--- src/rtl/serial_subtractor_pkg.sv ---
// Shared definitions for the bit-serial subtractor: state encoding and default width.
package serial_subtractor_pkg;

    localparam int DEF_W = 4;

    localparam logic [1:0] ST_IDLE  = 2'd0;
    localparam logic [1:0] ST_SHIFT = 2'd1;
    localparam logic [1:0] ST_DONE  = 2'd2;

    typedef enum logic [1:0] {
        S_IDLE  = ST_IDLE,
        S_SHIFT = ST_SHIFT,
        S_DONE  = ST_DONE
    } state_t;

endpackage

--- src/rtl/serial_subtractor_half_subtractor.sv ---
// One-bit half subtractor: D = A - B, Bo set when A < B.
module serial_subtractor_half_subtractor (
    input  logic a_i,
    input  logic b_i,
    output logic d_o,
    output logic bo_o
);

    assign d_o  = a_i ^ b_i;
    assign bo_o = ~a_i & b_i;

endmodule

--- src/rtl/serial_subtractor.sv ---
// Bit-serial ripple-borrow subtractor: Diff = X - Y - Bin, one bit per cycle, LSB first.
// A single full-subtract cell (two half subtractors) is reused every SHIFT cycle; the
// borrow between bit positions lives in a flop instead of a combinational chain.
//
// state   | meaning
// --------+-----------------------------------------------------------------
// S_IDLE  | waiting for start; Diff/Bout hold the last completed result
// S_SHIFT | one result bit per cycle from the operand shift-register LSBs
// S_DONE  | one-cycle done pulse; result already registered on Diff/Bout
module serial_subtractor
    import serial_subtractor_pkg::*;
#(
    parameter int W     = DEF_W,
    parameter int CNT_W = $clog2(W + 1)
) (
    input  logic         clk,
    input  logic         rst,
    input  logic         start,
    input  logic [W-1:0] X,
    input  logic [W-1:0] Y,
    input  logic         Bin,
    output logic         busy,
    output logic         done,
    output logic [W-1:0] Diff,
    output logic         Bout
);

    localparam logic [CNT_W-1:0] LAST_CNT = CNT_W'(W - 1);

    state_t           state_q, state_d;
    logic [W-1:0]     a_q, a_d;
    logic [W-1:0]     b_q, b_d;
    logic [W-1:0]     res_q, res_d;
    logic [W-1:0]     diff_q, diff_d;
    logic [CNT_W-1:0] cnt_q, cnt_d;
    logic             brw_q, brw_d;
    logic             bout_q, bout_d;

    logic             hs1_d, hs1_bo;
    logic             bit_d, hs2_bo;
    logic             brw_n;
    logic [W-1:0]     res_shift;

    // First stage subtracts the operand bits, second stage subtracts the running borrow.
    serial_subtractor_half_subtractor u_hs_ab (
        .a_i  (a_q[0]),
        .b_i  (b_q[0]),
        .d_o  (hs1_d),
        .bo_o (hs1_bo)
    );

    serial_subtractor_half_subtractor u_hs_brw (
        .a_i  (hs1_d),
        .b_i  (brw_q),
        .d_o  (bit_d),
        .bo_o (hs2_bo)
    );

    assign brw_n = hs1_bo | hs2_bo;

    // New bit enters at the MSB so after W shifts the LSB-first stream lands in place.
    // Written as shift/OR so it also holds for W=1.
    assign res_shift = (res_q >> 1) | (W'(bit_d) << (W - 1));

    // Next-state and datapath update; everything holds unless the state says otherwise.
    always_comb begin
        state_d = state_q;
        a_d     = a_q;
        b_d     = b_q;
        res_d   = res_q;
        cnt_d   = cnt_q;
        brw_d   = brw_q;
        diff_d  = diff_q;
        bout_d  = bout_q;
        case (state_q)
            S_IDLE: begin
                if (start) begin
                    a_d     = X;
                    b_d     = Y;
                    brw_d   = Bin;
                    res_d   = '0;
                    cnt_d   = '0;
                    state_d = S_SHIFT;
                end
            end
            S_SHIFT: begin
                a_d   = a_q >> 1;
                b_d   = b_q >> 1;
                brw_d = brw_n;
                res_d = res_shift;
                cnt_d = cnt_q + CNT_W'(1);
                if (cnt_q == LAST_CNT) begin
                    // Outputs change only here, so they stay stable while busy.
                    diff_d  = res_shift;
                    bout_d  = brw_n;
                    state_d = S_DONE;
                end
            end
            S_DONE: begin
                state_d = S_IDLE;
            end
            default: begin
                state_d = S_IDLE;
            end
        endcase
    end

    // State and datapath registers; reset wins over any operation in flight.
    always_ff @(posedge clk) begin
        if (rst) begin
            state_q <= S_IDLE;
            a_q     <= '0;
            b_q     <= '0;
            res_q   <= '0;
            cnt_q   <= '0;
            brw_q   <= 1'b0;
            diff_q  <= '0;
            bout_q  <= 1'b0;
        end else begin
            state_q <= state_d;
            a_q     <= a_d;
            b_q     <= b_d;
            res_q   <= res_d;
            cnt_q   <= cnt_d;
            brw_q   <= brw_d;
            diff_q  <= diff_d;
            bout_q  <= bout_d;
        end
    end

    assign busy = (state_q != S_IDLE);
    assign done = (state_q == S_DONE);
    assign Diff = diff_q;
    assign Bout = bout_q;

endmodule

--- config.mk ---
export PLATFORM = sky130hd
export DESIGN_NAME = serial_subtractor
export DESIGN_NICKNAME = d
export VERILOG_FILES = /design/src/rtl/serial_subtractor_pkg.sv /design/src/rtl/serial_subtractor_half_subtractor.sv /design/src/rtl/serial_subtractor.sv
export SDC_FILE = /design/constraint.sdc
export NUM_CORES = 1
export LEC_CHECK = 0
export ABC_CLOCK_PERIOD_IN_PS = 2600
export CAP_MARGIN = 15
export CELL_PAD_IN_SITES_DETAIL_PLACEMENT = 0
export CELL_PAD_IN_SITES_GLOBAL_PLACEMENT = 1
export CORE_UTILIZATION = 40
export CTS_CLUSTER_SIZE = 24
export DETAILED_ROUTE_END_ITERATION = 10
export MAX_ROUTING_LAYER = met4
export PLACE_DENSITY = 0.83
export SLEW_MARGIN = 10
export SYNTH_ARGS = -nofsm -noshare
export SYNTH_HDL_FRONTEND = slang
export SYNTH_SLANG_ARGS = --single-unit
--- constraint.sdc ---
create_clock -name clk -period 2.6 [get_ports clk]
set_input_delay 0.52 -clock clk [delete_from_list [all_inputs] [get_ports clk]]
set_output_delay 0.52 -clock clk [all_outputs]
set_load 0.02 [all_outputs]
==> impl_metrics.csv <==
group,metric,value,unit
synth,yosys_warnings,0,
timing,setup_viol,0,
clock_network,cts.sinks,22,
floorplan,fp.dieW,51.4,um
synth,yosys_register_bits,22,
global_routing,grt_max_degree,15,
drt,route.met3.wl,60,um
critical_path,worst_setup_path_end_kind,"output port",
timing,fin_crit_sh,0.870,
synth,ys_seq_area_frac,0.451,
critical_path,crit_fanout,10,
clock_network,cts_resized,0,
power,ir_drop,0.342,mV
critical_path,critical_path_class,"flop to output port",
power,power.density,526,nW/um^2
drt,vias_per_cell,5.38,
synth,yosysTopAreaCell,"dfxtp_1",
critical_path,startpoint_type,"flop",
synth,synth_area,977,um^2
placement,globalplace.congestion,0.769,
floorplan,core,2250,um^2
finish,drive_gt1_frac,0.0909,
global_routing,grt_pass1_wl,3120,um
drt,drcViolationCount,0,
synth,syn_nets,121,
placement,port-buffer-count,18,
drt,ant_nets,0,
timing,slew_headroom,0.659,
timing,slew_viol_final,0,
power,power,0.614,mW
synth,synth_top_area_frac,0.451,
clock_network,clock_latency,0.30,ns
drt,drt_pass1_iterations,4,
floorplan,start_util,0.433,
global_routing,grt_overflow,0,
drt,wire_per_inst,12.8,um
synth,synth_area_leaders,"dfxtp_1 (45%), nor2_1 (5.8%), a21oi_1 (5.1%)",
synth,syn_area_per_cell,9.22,um^2
placement,dp.cells,146,
drt,dr.first_iter.drc_count,17,
timing,tns,0,ns
floorplan,die_area,2640,um^2
timing,skew,0.00274,ns
finish,area_growth,19.3,%
placement,hpwl,1380,um
min_path,hp-class,"flop to flop",
placement,place_ws,0.671,ns
timing,layout_min_cycle_time,2.26,ns
clock_network,cts_setup_buffers,0,
power,power.leakage,0.427,nW
floorplan,num_io_pins,19,
timing,hold_violations,0,
timing,worst_slew_pin_slew,0.511,ns
floorplan,num_rows,17,
drt,met2_length,870,um
floorplan,die_h,51.4,um
drt,wl_met1,947,um
timing,holdWs,0.462,ns
clock_network,clk_path_buf_depth,2,
outcome,status,"finished clean",
clock_network,root_buffer,"clkbuf_4",
drt,wl,1910,um
synth,synth_cell_types,31,
clock_network,htree_levels,1,
drt,maxUsedRoutingLayer,"met4",
timing,fmax,442,MHz
finish,diodes,0,
clock_network,cts_hold_buf,0,
global_routing,grt_pass1_vias,700,
clock_network,path_clk_slew,0.11,ns
clock_network,numCtsBuffers,3,
finish,nets,138,
clock_network,cts_tree,"built",
timing,grt_setup_unrepaired,"false",
drt,num_vias,802,
timing,post-route-worst-setup-slack,0.339,ns
critical_path,arrival,1.74,ns
flow_run,cap_viol_max_count,0,
global_routing,antenna_found_initial,0,
synth,syn-instance-count,106,
finish,fin_cells,149,
global_routing,track_usage,0.164,
critical_path,crit_required,2.08,ns
==> routing by layer <==
layer | GRT usage | vias up
met1 | 0.204 | 382
met5 | - | -
met2 | 0.253 | 9
li1 | - | 407
met4 | 0.0811 | 0
met3 | 0.0298 | 4
==> per-stage QoR <==
step                      area, um^2   util
after detailed placement        1140  0.507
after global placement          1140  0.507
after CTS                       1170  0.517
after floorplan                  977      -
after global routing            1170  0.517
final                           1170  0.517
==> cell usage in the layout (no fill, tap or decap) <==
cell type	n
a22oi_1	6
ha_1	2
nor2_1	15
a211oi_1	2
a21oi_1	10
nand2b_1	2
buf_4	1
mux2i_1	1
nor2b_4	1
a221o_1	1
a2bb2oi_1	1
dfxtp_1	22
or3b_1	1
nand2_1	5
nand3_1	5
inv_2	1
clkdlybuf4s50_1	18
nand3b_1	1
inv_1	7
a2111oi_2	1
o21ai_0	1
o22ai_1	5
clkbuf_4	3
nor3b_1	1
nor3_1	1
o21bai_2	1
nor2b_1	1
fa_1	1
o221a_2	3
a311oi_1	1
==> cells in the mapped netlist <==
cell type  instances
o21ai_0            1
inv_1              7
dfxtp_1           22
nor3_1             1
a221o_1            1
nand2b_1           2
ha_1               2
fa_1               1
clkbuf_1           2
nor2b_4            1
or3b_1             1
nand3b_1           1
a21oi_1           10
o22ai_1            5
o221a_2            3
nand2_1            5
a22oi_1            6
buf_6              3
a2bb2oi_1          1
nor2_1            15
nor2b_1            1
a2111oi_2          1
a311oi_1           1
o21bai_2           1
a211oi_1           2
nand3_1            5
buf_4              1
nor3b_1            1
inv_2              1
mux2i_1            1
clkbuf_4           1
==> power breakdown <==
part	leakage (nW)	internal, mW	switching (mW)
clock network	0.0138	0.0540	0.0954
registers	0.180	0.354	0.0149
logic	0.234	0.0489	0.0464
total	0.427	0.457	0.157
==> worst max-delay path: stages, from the launching register on <==
cell and delay (ns):
dfxtp_1 0.53, inv_1 0.21, nand2_1 0.10, clkdlybuf4s50_1 0.60
==> state kept, by name, indices dropped and copies added, names as in the netlist <==
register,count
brw_q,1
Diff,4
Bout,1
res_q,3
a_q,4
b_q,4
state_q,2
cnt_q,3
==> layout make-up <==
cell class	instances	area [um^2]
fillers	225	1090
multi-input cells	69	450
flip-flops and latches	22	440
repair buffers	19	188
well taps	28	35.0
inverters	8	30.0
clock buffers	3	22.5
==> final timing paths <==
path | startpoint | endpoint | slack [ns] | depth (start not counted)
worst max-delay path | state_q[0]$_SDFFE_PP0P_ | busy | 0.34 | 3
worst min-delay path | Diff[1]$_SDFFE_PP0P_ | Diff[1]$_SDFFE_PP0P_ | 0.46 | 2
worst max register to register | cnt_q[0]$_SDFFE_PP0P_ | Diff[0]$_SDFFE_PP0P_ | 1.16 | 5
worst min register to register | Diff[1]$_SDFFE_PP0P_ | Diff[1]$_SDFFE_PP0P_ | 0.46 | 2
==> cells by family (layout without fill, tap and decap cells) <==
family / Yosys count / after routing / share of synthesized area
compound gates: 32 / 32 / 0.239
buf+inv: 15 / 30 / 0.0884
mux: 1 / 1 / 0.0102
flops: 22 / 22 / 0.451
fa+ha+maj: 3 / 3 / 0.0461
simple gates: 33 / 33 / 0.165
Note: power is estimated with default switching activity, not from simulation.
